==> config.mk <==
export PLATFORM = sky130hd
export DESIGN_NAME = ex_mem_latch
export DESIGN_NICKNAME = d
export VERILOG_FILES = /design/src/rtl/ex_mem_latch.sv
export SDC_FILE = /design/constraint.sdc
export NUM_CORES = 1
export LEC_CHECK = 0
export CAP_MARGIN = 20
export CELL_PAD_IN_SITES_DETAIL_PLACEMENT = 0
export CELL_PAD_IN_SITES_GLOBAL_PLACEMENT = 1
export CORE_MARGIN = 3
export CORE_UTILIZATION = 34
export DETAILED_ROUTE_END_ITERATION = 8
export GPL_ROUTABILITY_DRIVEN = 1
export PLACE_DENSITY = 0.94
export SETUP_SLACK_MARGIN = 0.05
export SKIP_LAST_GASP = 1
export SYNTH_ARGS = -nofsm -noshare
export SYNTH_HDL_FRONTEND = slang
export SYNTH_SLANG_ARGS = --single-unit
export TNS_END_PERCENT = 100
==> constraint.sdc <==
create_clock -name i_Clk -period 2.7 [get_ports i_Clk]
set_clock_uncertainty 0.05 [all_clocks]
set_input_delay 0.405 -clock i_Clk [delete_from_list [all_inputs] [get_ports i_Clk]]
set_output_delay 0.405 -clock i_Clk [all_outputs]
set_load 0.01 [all_outputs]
==> src/rtl/ex_mem_latch.sv <==
// EX/MEM pipeline register: captures the ALU stage outputs, resolves PcSrc from the
// zero flag, and keeps a saturating count of taken branches.
module ex_mem_latch #(
  parameter int NBITS = 32,
  parameter int RBITS = 5,
  parameter int CBITS = 16
) (
  input  logic             i_Clk,
  input  logic             i_Reset,
  input  logic             i_Stall,
  input  logic             i_Flush,
  input  logic             i_Valid,
  input  logic [NBITS-1:0] i_AluResult,
  input  logic             i_Cero,
  input  logic [NBITS-1:0] i_RegB,
  input  logic [NBITS-1:0] i_PcBranch,
  input  logic [RBITS-1:0] i_WriteReg,
  input  logic             i_RegWrite,
  input  logic             i_MemRead,
  input  logic             i_MemWrite,
  input  logic             i_MemToReg,
  input  logic             i_Branch,
  input  logic             i_BranchNE,
  output logic             o_Valid,
  output logic [NBITS-1:0] o_AluResult,
  output logic [NBITS-1:0] o_RegB,
  output logic [NBITS-1:0] o_PcBranch,
  output logic [RBITS-1:0] o_WriteReg,
  output logic             o_RegWrite,
  output logic             o_MemRead,
  output logic             o_MemWrite,
  output logic             o_MemToReg,
  output logic             o_PcSrc,
  output logic [CBITS-1:0] o_BranchCount
);

  logic pc_src_next;
  logic reg_write_next;
  logic count_full;

  assign pc_src_next    = i_Valid & ((i_Branch & i_Cero) | (i_BranchNE & ~i_Cero));
  // Writes to register $zero are dropped here so WB never has to check for them.
  assign reg_write_next = i_Valid & i_RegWrite & (i_WriteReg != '0);
  assign count_full     = (o_BranchCount == {CBITS{1'b1}});

  always_ff @(posedge i_Clk or negedge i_Reset) begin
    if (!i_Reset) begin
      o_Valid       <= 1'b0;
      o_AluResult   <= '0;
      o_RegB        <= '0;
      o_PcBranch    <= '0;
      o_WriteReg    <= '0;
      o_RegWrite    <= 1'b0;
      o_MemRead     <= 1'b0;
      o_MemWrite    <= 1'b0;
      o_MemToReg    <= 1'b0;
      o_PcSrc       <= 1'b0;
      o_BranchCount <= '0;
    end else if (i_Flush) begin
      o_Valid     <= 1'b0;
      o_AluResult <= '0;
      o_RegB      <= '0;
      o_PcBranch  <= '0;
      o_WriteReg  <= '0;
      o_RegWrite  <= 1'b0;
      o_MemRead   <= 1'b0;
      o_MemWrite  <= 1'b0;
      o_MemToReg  <= 1'b0;
      o_PcSrc     <= 1'b0;
    end else if (!i_Stall) begin
      o_Valid     <= i_Valid;
      o_AluResult <= i_AluResult;
      o_RegB      <= i_RegB;
      o_PcBranch  <= i_PcBranch;
      o_WriteReg  <= i_WriteReg;
      o_RegWrite  <= reg_write_next;
      o_MemRead   <= i_Valid & i_MemRead;
      o_MemWrite  <= i_Valid & i_MemWrite;
      o_MemToReg  <= i_Valid & i_MemToReg;
      o_PcSrc     <= pc_src_next;
      if (pc_src_next && !count_full)
        o_BranchCount <= o_BranchCount + 1'b1;
    end
  end

endmodule

==> qor.yml, run 1 <==
setup_path:
  critical_path_buf_inv_count: 1
  arrival_ns: 1.45
  critPathSlowestCell: "clkdlybuf4s50_1"
  cp_cell_sequence: "clkdlybuf4s50_1"
  cp.required_ns: 2.25
  cp-end-kind: "output port"
  cp_slowest_stage_delay_ns: 0.59
  cp_max_fo: 6
  start_kind: "flip-flop"
  path_class: "reg -> out"
  cp_top_family: "buffers and inverters"
global_route:
  grt_overflow: 0
  grtUsageTotal_pct: 16.03
  grt_pass1_wl_um: 21130
  grt_max_degree: 124
  antenna_found_initial: 0
  grt_pass1_vias: 4203
drt:
  drt_iter0_drc: 113
  drt_pass1_iterations: 4
  routed_wl_um: 13440
  dr_total_vias: 4011
  wl_per_cell_um: 15.77
  antenna_left: 0
  drc: 0
  via_per_inst: 4.708
timing:
  worst_slew_pin_slew_ns: 0.6383
  slew_headroom_pct: 57.45
  whs_ns: 0.05978
  drv_slew: 0
  finalSetupViolCount: 0
  period_share_pct: 70.66
  hold_violations: 0
  period_minus_slack_ns: 1.908
  finalSetupTns_ns: 0
  timing.fmax_ghz: 0.5242
  rsz0062_at_grt: "false"
clock_tree:
  cts_made_buffers: 17
  clkLatencyLatePin_ns: 0.40
  cts_tree: "built"
  post_cts_buffers: 0
  ctsHtreeMaxLevel: 4
  cts_resized: 0
  clk_pin_slew_worst_paths_ns: 0.05
  clock-sinks: 123
  cts_hold_buf: 0
  clk_root_buffer_cell: "clkbuf_16"
  clk_path_buf_depth: 2
synth:
  yosysTopAreaCell: "dfrtp_1"
  ys_seq_area_share_pct: 60.34
  yosysTopAreaCellShare_pct: 60.34
  synthCells: 422
  synth-seq-cells: 123
  ys.flop_type: "dfrtp_1"
  syn_nets: 536
  async_flop_share_pct: 100.0
  synth.avg_cell_area_um2: 12.09
  yosys-top-cells-count: "dfrtp_1 (123), nor2_1 (107), mux2i_1 (101)"
  yosys_warnings: 0
  syn-cell-area_um2: 5101
  yosys-top-cells-area: "dfrtp_1 (60%), mux2i_1 (20%), nor2_1 (7.9%)"
  ys_types: 34
  synth_most_common_cell: "dfrtp_1"
  synth_edf_count: 0
final_layout:
  stdcell_count: 852
  nNetsFinal: 772
  final_layout_size_suffix_gt1_share_pct: 7.036
  area_delta_synth_final_pct: 61.07
  num_antenna_cells: 0
floorplanning:
  core-area_um2: 14590
  initial_core_util_pct: 34.97
  die_w_um: 128.5
  die_h_um: 128.5
  rows: 44
  io_pins: 236
  die-area_um2: 16510
placement:
  numPortBuffers: 235
  gp_congestion: 0.7664
  dp_cells: 822
  hpwl_um: 9497
run_status:
  status: "finished clean"
hold_path:
  min_path_type: "in -> async"
pwr:
  ir_drop_v: 0.0003358
  leakage_nw: 3.851
  p_per_area_nw_per_um2: 601.2
run:
  max-cap-violations: 0
[worst reg2reg max path, delay by kind of cell, from the launching register on]
| kind | cells | cell delay (ns) |
|---|---|---|
| fa+ha+maj | 1 | 0.21 |
| mux | 1 | 0.30 |
| simple gates | 3 | 0.74 |
| flops | 1 | 0.44 |
[flip-flops by register name (all words and copies together), names as in the netlist]
signal and count:
o_AluResult 32, o_PcBranch 32, o_RegB 32, o_BranchCount 16, o_WriteReg 5, o_MemRead 1, o_MemToReg 1, o_MemWrite 1
o_PcSrc 1, o_RegWrite 1, o_Valid 1
[per-stage QoR]
stage / power, mW / setup slack, ns / area [um2] / utilization, %
floorplan: 2.364 / 1.043 / 5101 / -
CTS: 5.011 / 0.7599 / 8189 / 56.13
global route: 5.168 / 0.7173 / 8217 / 56.32
global placement: 2.854 / 0.7092 / 7637 / 52.35
finish: 4.940 / 0.7922 / 8217 / 56.32
detailed placement: 2.879 / 0.6906 / 7637 / 52.35
[kinds of logic (layout without fill, tap and decap cells)]
logic type,Yosys count,in the layout,synth area share (%)
AO/OA/AOI/OAI,9,9,1.128
XOR/XNOR,14,14,2.404
adder cells (fa/ha/maj),1,1,0.2452
buffers and inverters,25,271,2.134
flip-flops,123,123,60.34
multiplexers,103,103,20.33
AND/OR/NAND/NOR,147,147,13.42
[placed cells by master, fill, tap and decap left out, types with 2 or more instances in the layout]
cell	Yosys	final
clkinv_2	0	3
nand3_1	3	3
and4_1	2	2
a21oi_1	2	2
buf_4	0	5
clkbuf_16	0	17
nor4_1	5	5
o21ai_0	2	2
xor2_1	14	14
nor2_1	107	107
dfrtp_1	123	123
mux2i_1	101	101
nand4_1	3	3
buf_12	0	2
nor3b_1	2	2
clkbuf_8	0	4
a22oi_1	4	4
nor3_1	7	7
nand2_1	6	6
clkinvlp_4	0	3
clkdlybuf4s50_1	0	232
[cell type report]
cell class / instances / area [um2]
Tap cell: 184 / 230.2
Timing Repair Buffer: 241 / 2439
Multi-Input combinational cell: 274 / 1914
Fill cell: 1191 / 6372
Inverter: 1 / 3.754
Sequential cell: 123 / 3078
Clock inverter: 7 / 67.56
Clock buffer: 22 / 484.2
[routing by layer]
layer,routed length (um),global-route usage (%),up-vias
met5,0,0,-
met3,1136,5.687,13
met1,5496,19.39,1950
li1,-,-,1898
met4,163,5.621,0
met2,6640,26.63,150
[power breakdown]
group          internal [mW]  total, mW  switching [mW]
clock                   1.34       2.10           0.755
sequential              1.96       2.06          0.0921
combinational          0.470      0.788           0.319
[final timing paths]
kind                              startpoint                end  slack, ns  cells past startpoint
setup / recovery            o_BranchCount[8]   o_BranchCount[8]       0.79                      1
hold / removal                       i_Reset     o_PcBranch[26]       0.06                      2
setup reg to reg            o_BranchCount[0]   o_BranchCount[1]       0.83                      5
hold reg to reg            o_BranchCount[12]  o_BranchCount[12]       0.46                      1
max in group asynchronous            i_Reset   o_BranchCount[1]       2.08                      2
min in group i_Clk                   i_Flush    o_AluResult[12]       0.35                      3
(Power assumes the default switching activity.)
==> run 2, diff against run 1 <==
--- a/config.mk
+++ b/config.mk
@@ -9,10 +9,10 @@
 export CELL_PAD_IN_SITES_DETAIL_PLACEMENT = 0
 export CELL_PAD_IN_SITES_GLOBAL_PLACEMENT = 1
 export CORE_MARGIN = 3
-export CORE_UTILIZATION = 34
+export CORE_UTILIZATION = 28
 export DETAILED_ROUTE_END_ITERATION = 8
 export GPL_ROUTABILITY_DRIVEN = 1
-export PLACE_DENSITY = 0.94
+export PLACE_DENSITY = 0.84
 export SETUP_SLACK_MARGIN = 0.05
 export SKIP_LAST_GASP = 1
 export SYNTH_ARGS = -nofsm -noshare
==> constraint.sdc (replaced) <==
create_clock -name i_Clk -period 1.7 [get_ports i_Clk]
set_clock_uncertainty 0.05 [all_clocks]
set_input_delay 0.255 -clock i_Clk [delete_from_list [all_inputs] [get_ports i_Clk]]
set_output_delay 0.255 -clock i_Clk [all_outputs]
set_load 0.01 [all_outputs]
==> qor.yml, run 2 (same netlist as run 1, synthesis figures left out) <==
drt:
  drc: 0  # unchanged
  drt_pass1_iterations: 4  # unchanged
  routed_wl_um: 14910  # +11%
  dr_total_vias: 4175  # +4.1%
  via_per_inst: 4.533  # -3.7%
  wl_per_cell_um: 16.19  # +2.7%
  drt_iter0_drc: 121  # +7.1%
  antenna_left: 0  # unchanged
final_layout:
  nNetsFinal: 797  # +3.2%
  largestRegisters: "o_AluResult x32, o_PcBranch x32, o_RegB x32"
  final_layout_size_suffix_gt1_share_pct: 11.93  # +4.9 points
  most-common-layout-cells: "clkdlybuf4s50_1 (136), dfrtp_1 (121), nor2_1 (107)"
  num_antenna_cells: 0  # unchanged
  area_delta_synth_final_pct: 70.32
  finalInstanceArea_um2: 8688  # +5.7%
  layout_commonest_cell: "clkdlybuf4s50_1"
setup_path:
  worstRegToRegCells: 5  # unchanged
  reg2reg_slack_ns: 0.11  # -0.72 ns
  critPathSlowestCell: "clkdlybuf4s50_1"
  cp.required_ns: 1.39  # -0.86 ns
  cp_max_fo: 2  # -4
  rr_endpoint: "o_BranchCount[15]"
  cp-end-kind: "output port"
  start_kind: "flip-flop"
  cp_slowest_stage_delay_ns: 0.55  # -0.04 ns
  cp_top_family: "buffers and inverters"
  arrival_ns: 1.31  # -0.14 ns
  r2r_start: "o_BranchCount[9]"
  path_depth: 1  # unchanged
  path_class: "reg -> out"
  cp_cell_sequence: "clkdlybuf4s50_1"
  critical_path_buf_inv_count: 1  # unchanged
pwr:
  ir_drop_v: 0.0006413  # +91%
  p_per_area_nw_per_um2: 929.8  # +55%
  leakage_nw: 5.124  # +33%
hold_path:
  hold_end: "o_RegWrite"
  min_path_cells: 4
  min_path_type: "in -> reg"
  min_from: "i_Stall"
timing:
  hold_violations: 0  # unchanged
  period_share_pct: 95.18
  slew_headroom_pct: 54.99  # -2.5 points
  worst_slew_pin_slew_ns: 0.6751  # +0.03683 ns
  timing.fmax_ghz: 0.6180
  period_minus_slack_ns: 1.618
  drv_slew: 0  # unchanged
  setup_ws_ns: 0.08194  # -0.7103 ns
  rsz0062_at_grt: "true"
  finalSetupViolCount: 0  # unchanged
global_route:
  grt_pass1_vias: 4470  # +6.4%
  grtUsageTotal_pct: 14.74  # -1.3 points
  grt_pass1_wl_um: 23600  # +12%
  antenna_found_initial: 0  # unchanged
  grt_max_degree: 124  # unchanged
  grt_overflow: 0  # unchanged
floorplanning:
  core-area_um2: 17540  # +20%
  io_pins: 236  # unchanged
  die-area_um2: 19870  # +20%
  initial_core_util_pct: 29.09  # -5.9 points
  die_w_um: 141.0  # +9.7%
  rows: 48  # +9.1%
  die_h_um: 141.0  # +9.7%
placement:
  place_area_um2: 7861  # +2.9%
  hpwl_um: 10470  # +10%
  gp_congestion: 0.8067  # +5.3%
  numPortBuffers: 235  # unchanged
  dp_slack_ns: -0.1581  # -0.8487 ns
run:
  max-cap-violations: 0  # unchanged
clock_tree:
  clkLatencyLatePin_ns: 0.41  # about the same
  clk_pin_slew_worst_paths_ns: 0.06  # about the same
  cts_tree: "built"
  clock-sinks: 123  # unchanged
  cts_made_buffers: 17  # unchanged
  clk_path_buf_depth: 2  # unchanged
  clk_root_buffer_cell: "clkbuf_16"
  ctsHtreeMaxLevel: 4  # unchanged
run_status:
  status: "finished clean"
run 2: cell count changes in the layout (fill, tap and decap cells not counted), moves of 3 or more:
| cell | previous run | this run |
|---|---|---|
| buf_12 | 2 | 5 |
| buf_4 | 5 | 25 |
| clkdlybuf4s50_1 | 232 | 136 |
| dlygate4sd2_1 | 0 | 32 |
| dlymetal6s2s_1 | 0 | 64 |
| nor4_1 | 5 | 1 |
| nor4_2 | 0 | 4 |
run 2: cell type report:
cell class / instances / area (um2)
repair buffers: 266 / 2774
fillers: 1505 / 8848
well taps: 225 / 281.5
clock inverters: 10 / 115.1
flip-flops and latches: 123 / 3080
multi-input cells: 274 / 1959
clock buffers: 22 / 474.2
inverters: 1 / 3.754
run 2: repair_timing:
| item | CTS | global route |
|---|---|---|
| hold buffers | 1 | 0 |
| pin swaps | 0 | 6 |
| setup endpoints to repair | 35 | 74 |
| gates resized for setup | 35 | 73 |
| endpoints found under the hold margin | 123 | 0 |
| setup buffers | 2 | 5 |
run 2: how the worst max path moves through the flow:
stage                      startpoint                 to
floorplan            o_BranchCount[0]   o_BranchCount[1]
global placement               i_Cero   o_BranchCount[1]
detailed placement            i_Valid   o_BranchCount[9]
CTS                   o_AluResult[21]    o_AluResult[21]
global route         o_BranchCount[0]  o_BranchCount[10]
finish              o_BranchCount[10]  o_BranchCount[10]
run 2: power by group:
part | internal (mW) | switching, mW | total [mW]
Clock | 2.27 | 1.28 | 3.55
Sequential | 3.12 | 0.126 | 3.25
Combinational | 0.731 | 0.550 | 1.28
run 2: per-layer routing:
layer / global-route usage [%] / wire (um) / vias to the layer above
met5: 0 / 0 / -
met4: 3.519 / 131 / 0
met3: 5.427 / 1059 / 12
met2: 24.60 / 7297 / 150
met1: 18.25 / 6425 / 2055
li1: - / - / 1958
run 2: stage by stage:
step	util, %	TNS, ns	total power [mW]	std cells	hold slack [ns]
global route	49.54	-0.003925	8.460	921	0.3161
floorplan	-	0	3.754	422	-0.09059
detailed placement	44.83	-0.9468	4.644	881	0.3640
finish	49.54	0	8.078	921	0.3146
global placement	44.83	-0.5427	4.618	881	0.3588
CTS	48.15	0	8.216	916	0.3014
